$ cat src/rtl/parking_pkg.sv
// Shared constants and types for the parking sensor front end.
package parking_pkg;

  localparam int unsigned CLK_HZ                  = 40000000;
  // 10 ms of stable level at CLK_HZ
  localparam int unsigned DEBOUNCE_CYCLES_DEFAULT = CLK_HZ / 100;
  localparam int unsigned SLOT_W                  = 2;

  typedef logic [SLOT_W-1:0] slot_t;

endpackage

$ cat src/rtl/sensor_debounce.sv
// Two-flop synchronizer, level debouncer and registered falling-edge event
// for one active-low sensor.
module sensor_debounce
  import parking_pkg::*;
#(
  parameter int unsigned DEBOUNCE_CYCLES = DEBOUNCE_CYCLES_DEFAULT
) (
  input  logic clk,
  input  logic reset,
  input  logic raw,
  output logic fall_event
);

  // Counter only needs to reach DEBOUNCE_CYCLES-1; the next mismatch toggles.
  localparam int unsigned CNT_W = (DEBOUNCE_CYCLES > 1) ? $clog2(DEBOUNCE_CYCLES) : 1;
  localparam logic [CNT_W-1:0] CNT_LAST = CNT_W'(DEBOUNCE_CYCLES - 1);

  logic [1:0]       sync_q;
  logic             stable_q, stable_d;
  logic [CNT_W-1:0] cnt_q, cnt_d;
  logic             event_q, event_d;

  // Count consecutive mismatching cycles; toggle the stable level when the count completes.
  always_comb begin
    cnt_d    = '0;
    stable_d = stable_q;
    event_d  = 1'b0;
    if (sync_q[1] != stable_q) begin
      if (cnt_q == CNT_LAST) begin
        stable_d = ~stable_q;
        // Only the 1->0 (car arrives) transition is an event
        event_d  = stable_q;
      end else begin
        cnt_d = cnt_q + 1'b1;
      end
    end
  end

  // Synchronizer, debounce state and event pulse; idle level is high.
  always_ff @(posedge clk or negedge reset) begin
    if (!reset) begin
      sync_q   <= 2'b11;
      stable_q <= 1'b1;
      cnt_q    <= '0;
      event_q  <= 1'b0;
    end else begin
      sync_q   <= {sync_q[0], raw};
      stable_q <= stable_d;
      cnt_q    <= cnt_d;
      event_q  <= event_d;
    end
  end

  assign fall_event = event_q;

endmodule

$ cat src/rtl/sensor_conditioner.sv
// Conditions raw entry/exit sensors into level requests with ack handshake,
// captures the exit slot and counts events lost to a still-pending request.
module sensor_conditioner
  import parking_pkg::*;
#(
  parameter int unsigned DEBOUNCE_CYCLES = DEBOUNCE_CYCLES_DEFAULT,
  parameter int unsigned DROP_W          = 8
) (
  input  logic              clk,
  input  logic              reset,
  input  logic              Entry_sensor,
  input  logic              Exit_sensor,
  input  logic [SLOT_W-1:0] Exit_parking,
  input  logic              entry_ack,
  input  logic              exit_ack,
  output logic              entry_req,
  output logic              exit_req,
  output slot_t             exit_slot,
  output logic [DROP_W-1:0] drop_cnt
);

  logic entry_event, exit_event;

  sensor_debounce #(
    .DEBOUNCE_CYCLES(DEBOUNCE_CYCLES)
  ) u_entry_db (
    .clk       (clk),
    .reset     (reset),
    .raw       (Entry_sensor),
    .fall_event(entry_event)
  );

  sensor_debounce #(
    .DEBOUNCE_CYCLES(DEBOUNCE_CYCLES)
  ) u_exit_db (
    .clk       (clk),
    .reset     (reset),
    .raw       (Exit_sensor),
    .fall_event(exit_event)
  );

  slot_t             park_sync1_q, park_sync2_q;
  logic              entry_req_q, entry_req_d;
  logic              exit_req_q, exit_req_d;
  slot_t             exit_slot_q, exit_slot_d;
  logic [DROP_W-1:0] drop_cnt_q, drop_cnt_d;
  logic              entry_drop, exit_drop;
  logic [DROP_W:0]   drop_sum;

  // Request/ack handshake: a new event wins over a coincident ack; an event
  // against an unacknowledged request is dropped and counted.
  always_comb begin
    entry_drop = entry_event & entry_req_q & ~entry_ack;
    exit_drop  = exit_event & exit_req_q & ~exit_ack;

    entry_req_d = entry_req_q;
    if (entry_event)    entry_req_d = 1'b1;
    else if (entry_ack) entry_req_d = 1'b0;

    exit_req_d  = exit_req_q;
    exit_slot_d = exit_slot_q;
    if (exit_event && !exit_drop) begin
      exit_req_d  = 1'b1;
      exit_slot_d = park_sync2_q;
    end else if (!exit_event && exit_ack) begin
      exit_req_d  = 1'b0;
    end

    // One bit of headroom: at most two drops per cycle on an all-ones count
    drop_sum   = {1'b0, drop_cnt_q} + (DROP_W+1)'(entry_drop) + (DROP_W+1)'(exit_drop);
    drop_cnt_d = drop_sum[DROP_W] ? '1 : drop_sum[DROP_W-1:0];
  end

  // Slot synchronizer and request/slot/drop state.
  always_ff @(posedge clk or negedge reset) begin
    if (!reset) begin
      park_sync1_q <= '1;
      park_sync2_q <= '1;
      entry_req_q  <= 1'b0;
      exit_req_q   <= 1'b0;
      exit_slot_q  <= '0;
      drop_cnt_q   <= '0;
    end else begin
      park_sync1_q <= Exit_parking;
      park_sync2_q <= park_sync1_q;
      entry_req_q  <= entry_req_d;
      exit_req_q   <= exit_req_d;
      exit_slot_q  <= exit_slot_d;
      drop_cnt_q   <= drop_cnt_d;
    end
  end

  assign entry_req = entry_req_q;
  assign exit_req  = exit_req_q;
  assign exit_slot = exit_slot_q;
  assign drop_cnt  = drop_cnt_q;

endmodule

$ cat config.mk
export PLATFORM = sky130hd
export DESIGN_NAME = sensor_conditioner
export DESIGN_NICKNAME = d
export VERILOG_FILES = /design/src/rtl/parking_pkg.sv /design/src/rtl/sensor_debounce.sv /design/src/rtl/sensor_conditioner.sv
export SDC_FILE = /design/constraint.sdc
export NUM_CORES = 1
export LEC_CHECK = 0
export ABC_AREA = 1
export BUFFER_PORTS_ARGS = -buffer_cell sky130_fd_sc_hd__buf_4
export CORE_MARGIN = 1.5
export CORE_UTILIZATION = 46
export CTS_BUF_LIST = sky130_fd_sc_hd__clkbuf_4
export CTS_CLUSTER_SIZE = 24
export DETAILED_ROUTE_END_ITERATION = 8
export GPL_TIMING_DRIVEN = 0
export PLACE_DENSITY = 0.69
export SLEW_MARGIN = 10
export SYNTH_ARGS = -nofsm -noshare
export SYNTH_HDL_FRONTEND = slang
export SYNTH_SLANG_ARGS = --single-unit
$ cat constraint.sdc
create_clock -name clk -period 1.7 [get_ports clk]
set_input_delay 0.34 -clock clk [delete_from_list [all_inputs] [get_ports clk]]
set_output_delay 0.34 -clock clk [all_outputs]
set_load 0.02 [all_outputs]
---- Word-level counts from Yosys, hierarchy flattened ----
Cells that the tools add are included.
cells by class
  $add $sub $neg .......................... 4
  equal/unequal tests ..................... 4
  multiplexer cells ....................... 13
  bitwise gates (word level) .............. 8
  reduce and logical (&&, ||, !) cells .... 8
operators with widths
  kind                                                              number
  19-bit 2-to-1 mux                                                 4
  19-bit by 1-bit adder with 19-bit output (second input constant)  2
  19-bit == test (second input constant)                            2
  8-bit by 1-bit adder with 9-bit output                            1
  9-bit by 1-bit adder with 9-bit output                            1
  1-bit 2-to-1 mux                                                  8
  8-bit 2-to-1 mux                                                  1
  1-bit AND                                                         4
  1-bit inverter                                                    4
  2-bit AND reduction                                               2
  2-bit nonzero test                                                2
  1-bit logical AND                                                 2
  1-bit zero test                                                   2
  1-bit inequality test                                             2
word-level totals
  register bits ........................... 62
  input bits .............................. 8
  output and inout bits ................... 12
  word-level logic and storage cells ...... 51

---- Longest topological paths before layout ----
  depth after elaboration ................. 5
  depth in mapped cells ................... 10
  mapped depth without buffers ............ 10

---- Cells and area by module ----
From an unflattened synthesis, not the netlist that was laid out.
unflattened totals
  cells, all modules ...................... 382
  area total of the unflattened synthesis .. 3260.6 um2
modules (own cells, without submodules)
  module              times used  cells an instance  area an instance (um2)  seq. area each (um2)
  sensor_debounce     2           155                1288.7                  579.3
  sensor_conditioner  1           72                 683.2                   405.4

---- Worst setup path after synthesis ----
Ideal clock, no wire load.
  kind .................................... register -> register
  start point ............................. register exit_req_q (netlist: exit_req)
  end point ............................... register drop_cnt_q[2] (netlist: drop_cnt[2])
  library setup time ...................... 0.133 ns
  arrival time ............................ 1.748 ns
  required time ........................... 1.567 ns
  path slack .............................. -0.181 ns
  cell stages (with the launch flop) ...... 10
  path buffers ............................ 0
  clock period less this slack ............ 1.881 ns
  cell sequence ........................... dfrtp_1 -> nand2_1 -> nor2_1 -> fa_1 -> ha_1 -> nand2_1 -> inv_1 -> and3_1 -> nand2_1 -> o21ai_0
between the ends
  word-level cells in the longest chain between the ends .. 4
RTL lines
  item                                    RTL line                  text
  from (decl)                             sensor_conditioner.sv:44  logic exit_req_q, exit_req_d;
  from (signal assigned)                  sensor_conditioner.sv:87  exit_req_q <= exit_req_d;
  1-bit AND (2 in a row)                  sensor_conditioner.sv:54  exit_drop = exit_event & exit_req_q & ~exit_ack;
  9-bit by 1-bit adder with 9-bit output  sensor_conditioner.sv:70  drop_sum = {1'b0, drop_cnt_q} + (DROP_W+1)'(entry_drop) + (DROP_W+1)'(exit_drop);
  8-bit 2-to-1 mux                        sensor_conditioner.sv:71  drop_cnt_d = drop_sum[DROP_W] ? '1 : drop_sum[DROP_W-1:0];
  named net drop_cnt_d[2]                 sensor_conditioner.sv:46  logic [DROP_W-1:0] drop_cnt_q, drop_cnt_d;
  to (signal assigned)                    sensor_conditioner.sv:89  drop_cnt_q <= drop_cnt_d;
  to (decl)                               sensor_conditioner.sv:46
The timed path passes the listed nets, and every way through them passes these cells.
A chain may end at the register's enable or synchronous reset.

---- Final worst setup path ----
  start point ............................. register exit_req_q (netlist: exit_req)
  end point ............................... register drop_cnt_q[7] (netlist: drop_cnt[7])
Same word-level chain as after synthesis.

==> run summary <==
Status: finished with violations
Failing checks: design-rule violations, negative hold slack, negative setup slack
Max VDD drop: 0.576 mV
Top cell type's share of synthesized area: 42.2%
Clk Latency, worst-skew pair: 410 ps
Routed wire length: 5.77 mm
Tightest Pin Transition: 756 ps
Fmax: 579 MHz
Post-synth top flop: dfrtp_1
Sequential fraction of the synthesis area: 50.7%
Worst-case clock skew: 24.3 ps
GRT overflow: 0
Yosys reg bits: 62
Part of the cycle the worst path needs: 102%
Syn_nets: 373
Design area: 3630 um^2
Initial antenna violation count: 0
Area Growth Syn to Fin: 17.6%
Top-count cell post-synth: nor2_1
I/O Buffers: 19
Clk sinks: 62
FP Rows: 29
Power share of the clock group: 39.9%
Crit path DAT: 2030 ps
Nets: 412
Placed Instance Area: 3350 um^2
Startpoint Class: register
Vias/cell: 4.72
Dpl hpwl: 4.00 mm
Via count: 2274
Hold Slack: -8.86 ps
Worst Setup Path Type: reg2reg
Setup ws final: -27.2 ps
Final Total Pwr: 2.69 mW
Die Wd: 84.9 um
EDFF count, synth: 0
Crit Path Max Fanout: 3
Combinational fraction of design power: 3.7%
Core area: 6420 um^2
Final hold violations: 18
Die footprint: 7210 um^2
Tot GR Track Use: 17.8%
N_diodes: 0
CP Capture Type: register
Clock tree buffer depth: 2
H-tree levels: 3
Layout Cells excl Fill: 482
Post-DRT Antenna Nets: 0
Synth warn: 0
Initial Util: 48.1%
DRT iter0 DRCs: 101
Gpl congestion: 0.841
Net Sw Frac: 25.6%
Pins Over Slew Limit: 0
Num CTS Buffers: 9
Ports: 20
Largest net degree at the start of global routing: 63
Pint: 2.00 mW
CTS tree: yes
Largest area contributor in the netlist: dfrtp_1
DR pass1 iterations: 6
Worst slew margin: 49.6%
R2r setup slk: -30 ps
Min-Delay Path Class: in2async
Post-synth ARST share: 100%
P_leak: 1.67 nW
Vias in the first global route: 2264
Die H: 84.9 um
Pwr/cell area: 742 nW/um^2
Worst-path clk slew: 120 ps
Syn Inst Count: 361
Sw power: 0.689 mW
RR Endpoint: drop_cnt[7]
Most frequent cells after synthesis: nor2_1 (71), nand2_1 (68), dfrtp_1 (52)
Total of max-cap violations: 0
Sequential Power Share: 56.4%
Global-route wire length before repair: 10.0 mm
Min cycle time layout: 1730 ps
Total of fill cells in the finished design: 588
DR DRC count: 4
Area contributors post-synth: dfrtp_1 (42%), nor2_1 (8.6%), dfstp_2 (8.5%)
Root Driver: clkbuf_4
Share of cells above drive strength 1: 23.2%
Required @ worst endpoint: 2000 ps
Cell area after synthesis: 3090 um^2
Syn Area/Cell: 8.55 um^2
Final setup violating endpoints: 2
Reg2reg start: exit_req
Cell total after placement: 457
WL/cell: 12.0 um
RSZ-0062 raised after global routing: true
Worst reg-to-reg path cell count: 9
Number of distinct library cells after synthesis: 29
## cell type report
class	count	area (um^2)	area share [%]
clock buffer	9	67.6	1.86
timing repair buffer	28	220	6.07
tap	77	96.3	2.65
clock inverter	7	81.3	2.24
sequential	62	1570	43.2
inverter	49	184	5.07
multi-input combinational	250	1410	39.0
## through the flow
step	setup WS (ps)	TNS (ps)	util [%]	hold slack [ps]
final	-27.2	-29.7	56.5	-8.86
after global routing	-69.6	-336	56.5	22.8
after CTS	-23.6	-88.6	55.5	2.39
after detailed placement	-109	-646	52.1	347
after floorplan	-3.03	-3.03	-	44.4
after global placement	-73.5	-444	52.1	345
## kinds of logic after synthesis
logic type	share of synthesized area (%)
compound gates	3.20
buf+inv	5.96
flops	50.7
mux	0.730
fa+ha+maj	1.86
simple gates	32.2
xor+xnor	5.35
## routing by layer
metal / up-vias / share of wire, % / track usage [%]
li1: 1208 / - / -
met1: 1040 / 50 / 22.9
met2: 20 / 47 / 28.7
met3: 6 / 2.8 / 5.84
met4: 0 / 1.0 / 5.37
met5: - / 0 / 0
## timing repair
| action | 4_1_cts | 5_1_grt |
|---|---|---|
| hold buffers | 1 | 3 |
| pin swaps | 2 | 3 |
| gates resized for setup | 10 | 5 |
| setup endpoints to repair | 8 | 8 |
| setup buffers | 4 | 1 |
| cloned | 0 | 0 |
| hold endpoints to repair | 1 | 3 |
## flip-flops by register name, summed over array words and instances (netlist names), 2 cells and up
register	flops
exit_slot	2
u_exit_db.sync_q	2
u_entry_db.sync_q	2
park_sync1_q	2
u_exit_db.cnt_q	19
park_sync2_q	2
drop_cnt	8
u_entry_db.cnt_q	19
## power groups by stage
stage	logic (mW)	registers (mW)	clock network, mW
floorplan	0.0367	1.54	0
global placement	0.0914	1.54	0
detailed placement	0.0941	1.55	0
CTS	0.0957	1.52	1.10
global route	0.116	1.52	1.16
finish	0.0996	1.52	1.07
## layout by cell type (no fill, tap or decap), drive strengths merged, types with 9 or more instances in the layout
master,n
nor2,81
nand2,79
dfrtp,52
inv,51
buf,24
nand3,22
xor2,12
nand4,10
dfstp,10
nor3,10
o21ai,10
clkbuf,9
## critical path: stages (launching register included)
cell and delay (ps):
dfrtp_2 450, nand2_4 80, nor2_4 40, fa_2 380
ha_4 180, nand2_2 70, inv_2 40, and3_4 200
o21ai_1 110, o21ai_1 70
## how the worst max path moves through the flow
stage,start,endpoint
2_1_floorplan,exit_req,drop_cnt[7]
3_3_place_gp,exit_ack,drop_cnt[6]
3_5_place_dp,exit_ack,drop_cnt[4]
4_1_cts,exit_req,drop_cnt[7]
5_1_grt,exit_req,drop_cnt[7]
6_report,exit_req,drop_cnt[7]
(Power assumes the default switching activity.)
